--- config.mk ---
export PLATFORM = sky130hd
export DESIGN_NAME = ext_pipe
export DESIGN_NICKNAME = d
export VERILOG_FILES = /design/src/rtl/ext_pkg.sv /design/src/rtl/ext_fifo2.sv /design/src/rtl/ext_pipe.sv
export SDC_FILE = /design/constraint.sdc
export NUM_CORES = 1
export LEC_CHECK = 0
export ABC_AREA = 1
export BUFFER_PORTS_ARGS = -buffer_cell sky130_fd_sc_hd__buf_2
export CORE_MARGIN = 2
export CORE_UTILIZATION = 40
export CTS_CLUSTER_SIZE = 28
export DETAILED_ROUTE_END_ITERATION = 10
export GPL_TIMING_DRIVEN = 1
export PLACE_DENSITY = 0.61
export SYNTH_ARGS = -nofsm -noshare
export SYNTH_HDL_FRONTEND = slang
export SYNTH_HIERARCHICAL = 1
export SYNTH_SLANG_ARGS = --single-unit
--- constraint.sdc ---
create_clock -name clk -period 2.4 [get_ports clk]
set_clock_uncertainty 0.05 [all_clocks]
set_input_delay 0.12 -clock clk [delete_from_list [all_inputs] [get_ports clk]]
set_output_delay 0.12 -clock clk [all_outputs]
set_load 0.05 [all_outputs]
--- src/rtl/ext_pkg.sv ---
// Shared constants and the extension function for the immediate extender.
// The function works on MAX_W-wide vectors, and the caller passes in the real widths.
package ext_pkg;

    localparam int MODE_W = 3;
    localparam int MAX_W  = 64;

    localparam logic [MODE_W-1:0] EXT_ZERO   = 3'd0;
    localparam logic [MODE_W-1:0] EXT_SIGN   = 3'd1;
    localparam logic [MODE_W-1:0] EXT_HIGH   = 3'd2;
    localparam logic [MODE_W-1:0] EXT_BRANCH = 3'd3;
    localparam logic [MODE_W-1:0] EXT_JUMP   = 3'd4;

    function automatic logic [MAX_W-1:0] low_mask(input int w);
        return ~({MAX_W{1'b1}} << w);
    endfunction

    // Returns {err, data}. Only the low data_w bits of data are meaningful.
    function automatic logic [MAX_W:0] ext_compute(
        input logic [MODE_W-1:0] mode,
        input logic [MAX_W-1:0]  imm,
        input logic [MAX_W-1:0]  jtgt,
        input logic [MAX_W-1:0]  pc,
        input int                data_w,
        input int                imm_w,
        input int                jmp_w,
        input logic              branch_en
    );
        logic [MAX_W-1:0] imm_z;
        logic [MAX_W-1:0] sext;
        logic [MAX_W-1:0] data;
        logic             err;
        imm_z = imm & low_mask(imm_w);
        sext  = imm_z;
        if (((imm_z >> (imm_w - 1)) & MAX_W'(1)) != '0) begin
            sext = imm_z | ({MAX_W{1'b1}} << imm_w);
        end
        data = imm_z;
        err  = 1'b0;
        case (mode)
            EXT_ZERO: data = imm_z;
            EXT_SIGN: data = sext;
            EXT_HIGH: data = imm_z << (data_w - imm_w);
            EXT_BRANCH: begin
                if (branch_en) data = sext << 2;
                else           err  = 1'b1;
            end
            EXT_JUMP: begin
                if (branch_en) data = (pc & ~low_mask(jmp_w + 2)) | ((jtgt & low_mask(jmp_w)) << 2);
                else           err  = 1'b1;
            end
            default: err = 1'b1;
        endcase
        return {err, data & low_mask(data_w)};
    endfunction

endpackage

--- src/rtl/ext_fifo2.sv ---
// Generic two-entry registered FIFO. The head always lives in entry 0.
// Flush empties it and takes priority over push and pop, and reset also zeroes the entries.
module ext_fifo2
    import ext_pkg::*;
#(
    parameter int W = 33
) (
    input  logic         clk,
    input  logic         rst,
    input  logic         flush,
    input  logic         push,
    input  logic [W-1:0] push_data,
    input  logic         pop,
    output logic [W-1:0] head_data,
    output logic [1:0]   count
);

    logic [W-1:0] mem0_q, mem0_d;
    logic [W-1:0] mem1_q, mem1_d;
    logic [1:0]   count_q, count_d;
    logic         push_ok;
    logic         pop_ok;

    always_comb begin
        push_ok = push && (count_q != 2'd2);
        pop_ok  = pop && (count_q != 2'd0);
        mem0_d  = mem0_q;
        mem1_d  = mem1_q;
        count_d = count_q;
        if (flush) begin
            count_d = 2'd0;
        end else begin
            case ({push_ok, pop_ok})
                2'b10: begin
                    if (count_q == 2'd0) mem0_d = push_data;
                    else                 mem1_d = push_data;
                    count_d = count_q + 2'd1;
                end
                2'b01: begin
                    mem0_d  = mem1_q;
                    count_d = count_q - 2'd1;
                end
                2'b11: begin
                    // Simultaneous push and pop leaves the count unchanged.
                    if (count_q == 2'd1) begin
                        mem0_d = push_data;
                    end else begin
                        mem0_d = mem1_q;
                        mem1_d = push_data;
                    end
                end
                default: ;
            endcase
        end
    end

    always_ff @(posedge clk) begin
        if (rst) begin
            mem0_q  <= '0;
            mem1_q  <= '0;
            count_q <= 2'd0;
        end else begin
            mem0_q  <= mem0_d;
            mem1_q  <= mem1_d;
            count_q <= count_d;
        end
    end

    assign head_data = mem0_q;
    assign count     = count_q;

endmodule

--- src/rtl/ext_pipe.sv ---
// Pipelined immediate/jump-target extender that feeds a 2-entry output buffer.
// Define EXT_BRANCH_EN to enable the BRANCH and JUMP modes; otherwise they are illegal.
module ext_pipe
    import ext_pkg::*;
#(
    parameter int DATA_W = 32,
    parameter int IMM_W  = 16,
    parameter int JMP_W  = 26
) (
    input  logic              clk,
    input  logic              rst,
    input  logic              flush,
    input  logic              in_valid,
    output logic              in_ready,
    input  logic [2:0]        in_mode,
    input  logic [IMM_W-1:0]  in_imm,
    input  logic [JMP_W-1:0]  in_jtgt,
    input  logic [DATA_W-1:0] in_pc,
    output logic              out_valid,
    input  logic              out_ready,
    output logic [DATA_W-1:0] out_data,
    output logic              out_err
);

`ifdef EXT_BRANCH_EN
    localparam logic BRANCH_EN = 1'b1;
`else
    localparam logic BRANCH_EN = 1'b0;
`endif

    logic [MAX_W:0]  ext_full;
    logic [DATA_W:0] push_data;
    logic [DATA_W:0] head_data;
    logic [1:0]      count;
    logic            push;
    logic            pop;

    always_comb begin
        ext_full  = ext_compute(in_mode, MAX_W'(in_imm), MAX_W'(in_jtgt), MAX_W'(in_pc),
                                DATA_W, IMM_W, JMP_W, BRANCH_EN);
        push_data = {ext_full[MAX_W], ext_full[DATA_W-1:0]};
    end

    // The upper working bits of the extension result are always zero.
    if (DATA_W < MAX_W) begin : g_unused_hi
        logic unused_ext_hi;
        assign unused_ext_hi = ^ext_full[MAX_W-1:DATA_W];
    end

    // in_ready is derived from registered state and rst only, never from out_ready.
    assign in_ready  = (count != 2'd2) && !rst;
    assign out_valid = (count != 2'd0);
    assign push      = in_valid && in_ready;
    assign pop       = out_valid && out_ready;
    assign out_data  = head_data[DATA_W-1:0];
    assign out_err   = head_data[DATA_W];

    ext_fifo2 #(
        .W(DATA_W + 1)
    ) u_fifo (
        .clk       (clk),
        .rst       (rst),
        .flush     (flush),
        .push      (push),
        .push_data (push_data),
        .pop       (pop),
        .head_data (head_data),
        .count     (count)
    );

endmodule

==> qor.csv, run 1 <==
stage;metric;value;unit
floorplan;rows;36;
timing;worst_slew_pin_slew;0.404;ns
cts;clk_path_buf_depth;2;
min_path;worstHoldStart;flush;
timing;finalHoldViolations;0;
finish;regArea;1360;um2
timing;fin_crit_sh;90.5;%
worst_setup_path;cpMostUsedCell;nand2_1;
worst_setup_path;critPathTopFamily;simple AND/OR/NAND/NOR gates;
detailed_routing;vias;4007;
finish;syn2layout_area_growth;14.5;%
timing;slew_violations;0;
detailed_routing;routedWlPerCell;12.3;um
finish;diodes;0;
worst_setup_path;critPathMaxStageDelay;0.42;ns
finish;multi_input_area;1930;um2
placed_design;hpwlAfterDp;6790;um
finish;layout.nets;807;
worst_setup_path;worstSetupEndpointType;flip-flop;
finish;final_common_cell;nand2_1;
status;status;finished clean;
power;p_leak;0.00231;uW
cts;clk_root_buffer_cell;clkbuf_8;
power;ir_worst_vdd;0.271;mV
logic_synthesis;yosys_warnings;6;
floorplan;die_w;105;um
power;powerDensity;587;nW/um2
cts;cts_tree;done;
detailed_routing;initialDrtViolationCount;303;
cts;htree_num_levels;3;
logic_synthesis;synth_cell_types;23;
timing;period_minus_slack;2.17;ns
min_path;min_path_type;input pin to flip-flop;
worst_setup_path;critPathLaunchType;flip-flop;
finish;final_core_util;47.6;%
worst_setup_path;worstSetupPathDepth;13;
floorplan;die-area;11100;um2
worst_setup_path;reg2reg_from;u_fifo/count[0];
grt;grt_overflow;0;
finish;drive_above_1_share;13.6;%
worst_setup_path;reg2reg_depth;13;
run;max-cap-violations;0;
min_path;hold_path_depth;3;
detailed_routing;drcViolationCount;0;
grt;grt_max_degree;67;
detailed_routing;post_drt_via_cell_ratio;4.69;
floorplan;initial_utilization;41.6;%
grt;track_usage;19.7;%
worst_setup_path;path_cells;inv_1 -> ha_1 -> inv_2 -> nand2_2 -> inv_1 -> ha_1 -> nand2_1 -> nand2_1 -> buf_8 -> nand2_1 -> nand3_1 -> nand2_1 -> inv_1;
placed_design;port-buffer-count;58;
grt;grt_pass1_vias;3692;
floorplan;core_area;9860;um2
placed_design;gp_congestion;0.770;
worst_setup_path;crit_required;2.67;ns
timing;fin_setup_tns;0;ns
timing;setup_viol;0;
finish;num-fill-cells;1023;
worst_setup_path;critical_path_class;flip-flop to flip-flop;
cts;cts.sink_count;68;
worst_setup_path;startpoint;u_fifo/count[0];
detailed_routing;route.antenna.remaining_nets;0;
timing;rsz0062_at_grt;false;
logic_synthesis;avgSynthCellArea;6.08;um2
timing;timing.hold.ws;0.0422;ns
worst_setup_path;critPathMaxFanout;33;
logic_synthesis;netlist_instances;675;
floorplan;dieHeight;105;um
cts;cts_made_buffers;9;
detailed_routing;drt-total-wl;10500;um
cts;clk_latency;0.36;ns
timing;slew_headroom;73.1;%
floorplan;boundaryPins;117;
power;total_power;2760;uW
logic_synthesis;seq_area_frac_synth;33.2;%
worst_setup_path;cpMaxStageDelayCell;dfxtp_1;
cts;clk_pin_slew;0.07;ns
logic_synthesis;syn_area;4100;um2
worst_setup_path;crit_buf_inv;5;
grt;antenna_found_initial;0;
logic_synthesis;syn-num-nets;765;
worst_setup_path;arrival;2.44;ns
finish;final_cell_mix;157 x nand2_1, 148 x inv_1, 83 x nand3_1;
logic_synthesis;ys_ff_latch;68;
timing;fmax;460;MHz
grt;grt_pass1_wl;17500;um
detailed_routing;dr.pass1.iters;5;
## state kept, by name, indices dropped and copies added (netlist names)
name,flops
u_fifo/head_data,33
u_fifo/mem1_q,33
u_fifo/count,2
## final timing paths
check | to | slack [ns]
worst max-delay path | u_fifo/head_data[22] | 0.23
worst min-delay path | u_fifo/count[0] | 0.04
worst max register to register | u_fifo/head_data[22] | 0.23
worst min register to register | u_fifo/mem1_q[12] | 0.43
## cells by family (layout without fill, tap and decap cells)
kind of cell               after synthesis  in the layout  synth area share [%]
AOI/OAI and AO/OA                       88             88                  12.0
xor gates and xnor gates                 1              1                 0.214
adders and majority gates                8              8                  2.44
buffers and inverters                  193            240                  20.2
DFF                                     68             68                  33.2
and+or+nand+nor                        317            317                  32.0
## stage by stage
step | setup slack (ns) | std cells | cell area (um2)
3_5_place_dp | 0.127 | 837 | 4470
5_1_grt | 0.0236 | 855 | 4700
4_1_cts | 0.104 | 853 | 4670
6_report | 0.228 | 855 | 4700
3_3_place_gp | 0.194 | 837 | 4470
2_1_floorplan | 0.348 | 675 | 4100
## Yosys cell counts (all sizes together)
cell type / number / area (um2)
nand2: 160 / 608
inv: 150 / 563
nand3: 83 / 415
nor2: 72 / 275
a21oi: 69 / 349
dfxtp: 68 / 1360
buf: 39 / 251
a21boi: 16 / 120
ha: 8 / 100
clkbuf: 4 / 15.0
o21ai: 2 / 13.8
or2: 2 / 12.5
o21a: 1 / 7.51
xor2: 1 / 8.76
## tightest hold or removal path, stage by stage
cell	delay, ns
buf_2	0.13
or2_2	0.13
a21oi_1	0.03
## timing repair
item | in CTS | in global routing
hold buffers | 0 | 0
setup buffers | 0 | 2
endpoints found under the setup margin | 0 | 61
gates resized for setup | 0 | 3
## power breakdown
part	switching (uW)	total [uW]	internal [uW]
logic	386	557	171
registers	29.4	1220	1190
clock network	439	979	539
total	855	2760	1900
## layout make-up
class / count / area share (%)
Multi-Input combinational cell: 414 / 41.1
Sequential cell: 68 / 29.0
Inverter: 150 / 12.0
Timing Repair Buffer: 74 / 10.2
Clock buffer: 15 / 3.54
Tap cell: 133 / 3.54
Clock inverter: 1 / 0.639
## per-layer routing
layer  share of wire [%]  global-route usage [%]  wire [um]
met1                  47                    26.2       4960
met2                  45                    30.6       4690
met3                 5.1                    4.02        538
met4                 2.8                    9.24        298
met5                   0                       0          0
No activity file was read; power rests on OpenSTA's default activity.
==> inputs of run 2 (changes only) <==
--- a/config.mk
+++ b/config.mk
@@ -5,14 +5,13 @@
 export SDC_FILE = /design/constraint.sdc
 export NUM_CORES = 1
 export LEC_CHECK = 0
-export ABC_AREA = 1
 export BUFFER_PORTS_ARGS = -buffer_cell sky130_fd_sc_hd__buf_2
 export CORE_MARGIN = 2
 export CORE_UTILIZATION = 40
 export CTS_CLUSTER_SIZE = 28
 export DETAILED_ROUTE_END_ITERATION = 10
 export GPL_TIMING_DRIVEN = 1
-export PLACE_DENSITY = 0.61
+export PLACE_DENSITY = 0.63
 export SYNTH_ARGS = -nofsm -noshare
 export SYNTH_HDL_FRONTEND = slang
 export SYNTH_HIERARCHICAL = 1
==> run 2 against run 1 <==
Effect of this change:
- via count decreased by 28%
- register-to-register slack lost 0.12 ns
- total power shrank 8.6%
- sequential power about the same
- non-clock buffer count increased by 2
- clock power decreased by 8.3%
- critical endpoint is now u_fifo/mem1_q[32]
==> qor.csv, run 2 <==
stage;metric;value;unit
finish;drive_above_1_share;27.9;%
timing;setup_viol;0;
worst_setup_path;critPathMaxFanout;33;
detailed_routing;vias;2873;
logic_synthesis;synth-edff-count;0;
timing;setup_ws;0.109;ns
floorplan;initial_utilization;40.7;%
cts;cts_made_buffers;9;
timing;period_minus_slack;2.29;ns
logic_synthesis;ys_ff_latch;68;
worst_setup_path;r2r_slack;0.11;ns
finish;final_common_cell;nand2_1;
timing;timing.hold.ws;0.115;ns
timing;slew_headroom;49.7;%
worst_setup_path;crit_required;2.54;ns
floorplan;boundaryPins;117;
worst_setup_path;r2r-end;u_fifo/mem1_q[32];
logic_synthesis;ys_top_cells_by_area;dfxtp_1 41%, nand2_1 7.6%, a221oi_1 6.6%, nor3_1 5.1%, nor2_1 4.0%;
logic_synthesis;async_reset_ff_share;0;%
finish;num-fill-cells;790;
grt;antenna_found_initial;0;
logic_synthesis;syn_area;3310;um2
logic_synthesis;synth_cell_types;39;
floorplan;core_area;8130;um2
cts;htree_num_levels;3;
grt;grt_overflow;0;
finish;layout.nets;533;
cts;cts.sink_count;68;
run;max-cap-violations;0;
cts;clk_latency;0.34;ns
logic_synthesis;yosys_warnings;6;
grt;track_usage;18.7;%
detailed_routing;dr.pass1.iters;4;
power;p_leak;0.00155;uW
detailed_routing;drcViolationCount;0;
worst_setup_path;worstSetupEndpointType;flip-flop;
floorplan;die_w;94.9;um
min_path;min_path_type;input pin to flip-flop;
cts;cts_tree;done;
worst_setup_path;arrival;2.43;ns
logic_synthesis;netlist_instances;386;
timing;fin_crit_sh;95.5;%
finish;finalNonFillerCells;553;
floorplan;die-area;9010;um2
detailed_routing;post_drt_via_cell_ratio;5.20;
cts;clk_path_buf_depth;2;
worst_setup_path;critPathLaunchType;flip-flop;
logic_synthesis;netlist.area_leader.share;41.2;%
grt;grt_pass1_vias;2669;
logic_synthesis;synth_ff_type;dfxtp_1;
grt;grt_pass1_wl;13000;um
placed_design;dp_slack;-0.240;ns
worst_setup_path;reg2reg_depth;11;
timing;fmax;437;MHz
detailed_routing;routedWlPerCell;14.9;um
detailed_routing;drt-total-wl;8250;um
worst_setup_path;startpoint;u_fifo/count[1];
logic_synthesis;syn-num-nets;476;
logic_synthesis;avgSynthCellArea;8.57;um2
placed_design;hpwlAfterDp;5220;um
timing;worst_slew_pin_slew;0.755;ns
floorplan;rows;33;
placed_design;placedCellCount;533;
worst_setup_path;reg2reg_from;u_fifo/count[1];
detailed_routing;route.antenna.remaining_nets;0;
power;powerDensity;638;nW/um2
detailed_routing;initialDrtViolationCount;204;
logic_synthesis;seq_area_frac_synth;41.2;%
timing;finalHoldViolations;0;
worst_setup_path;critical_path_class;flip-flop to flip-flop;
worst_setup_path;crit_path_end;u_fifo/mem1_q[32];
logic_synthesis;synth_most_common_cell;dfxtp_1;
logic_synthesis;synth_top_area_cell;dfxtp_1;
placed_design;port-buffer-count;58;
grt;grt_max_degree;70;
cts;clk_pin_slew;0.07;ns
cts;clk_root_buffer_cell;clkbuf_8;
finish;syn2layout_area_growth;19.4;%
timing;slew_violations;0;
finish;final_cell_mix;67 x nand2_1, 66 x dfxtp_1, 58 x buf_2;
floorplan;dieHeight;94.9;um
power;ir_worst_vdd;0.282;mV
finish;diodes;0;
placed_design;gp_congestion;0.824;
status;status;finished clean;
finish;final_core_util;48.5;%
logic_synthesis;ys_top_cells_by_count;68 x dfxtp_1, 67 x nand2_1, 35 x nor2_1, 34 x nor3_1, 26 x a21oi_1;
run 2: cell types whose count changed after synthesis, sizes merged, moves of 18 or more:
cell,change
a21oi,-34
a221oi,+34
buf,-18
inv,-142
nand2,-92
nand2b,+20
nand3,-83
nor2,-37
nor3,+34
run 2: metal layers:
| layer | vias to the layer above | part of all wire, % | GRT usage [%] |
|---|---|---|---|
| met2 | 70 | 49 | 29.9 |
| met1 | 1341 | 46 | 24.5 |
| met3 | 11 | 3.7 | 3.35 |
| li1 | 1451 | - | - |
| met4 | 0 | 1.7 | 8.57 |
| met5 | - | 0 | 0 |
run 2: power breakdown:
part / internal, uW / switching (uW)
Sequential: 1170 / 22.5
Clock: 475 / 423
Combinational: 132 / 294
run 2: critical path: stages, from the launching register on:
cell and delay, ns:
dfxtp_2 0.35, or2_4 0.25, and2_1 0.18, nand2b_4 0.08, inv_2 0.04, ha_2 0.19, buf_4 0.14, nand2b_4 0.14
a221o_2 0.38, buf_12 0.18, nand2_1 0.09, a21oi_2 0.06
run 2: kinds of logic after synthesis:
family                     after synthesis  share of synthesized area [%]
AOI/OAI and AO/OA                       90                           21.4
xor gates and xnor gates                 3                          0.795
adders and majority gates                8                           3.03
buffers and inverters                   39                           7.53
DFF                                     68                           41.2
and+or+nand+nor                        178                           26.1
run 2: layout make-up:
class | count | area (um2) | area share (%)
clock buffer | 11 | 131 | 3.33
clock inverter | 5 | 52.6 | 1.33
inverter | 8 | 30.0 | 0.760
multi-input combinational | 280 | 1750 | 44.3
sequential | 68 | 1360 | 34.5
tap | 105 | 131 | 3.33
timing repair buffer | 76 | 490 | 12.4
run 2: worst min-delay path by stage:
stage,start,depth (start not counted),endpoint
global placement,flush,2,u_fifo/count[0]
detailed placement,flush,2,u_fifo/count[0]
CTS,in_imm[11],4,u_fifo/mem1_q[11]
finish,in_imm[11],4,u_fifo/mem1_q[11]
floorplan,flush,1,u_fifo/count[0]
global route,in_imm[11],4,u_fifo/mem1_q[11]
run 2: stage by stage:
| step | cell area (um2) | TNS [ns] | total power [uW] |
|---|---|---|---|
| 2_1_floorplan | 3310 | 0 | 1530 |
| 3_3_place_gp | 3660 | -5.14 | 1640 |
| 3_5_place_dp | 3660 | -5.91 | 1640 |
| 4_1_cts | 3870 | 0 | 2540 |
| 5_1_grt | 3950 | -0.00168 | 2630 |
| 6_report | 3950 | 0 | 2520 |
run 2: what timing repair did:
action,4_1_cts,5_1_grt
resized for setup,1,8
setup buffers,0,2
endpoints found under the hold margin,2,0
endpoints found under the setup margin,33,66
pin swaps,1,2
hold buffers,1,0
cloned,1,0
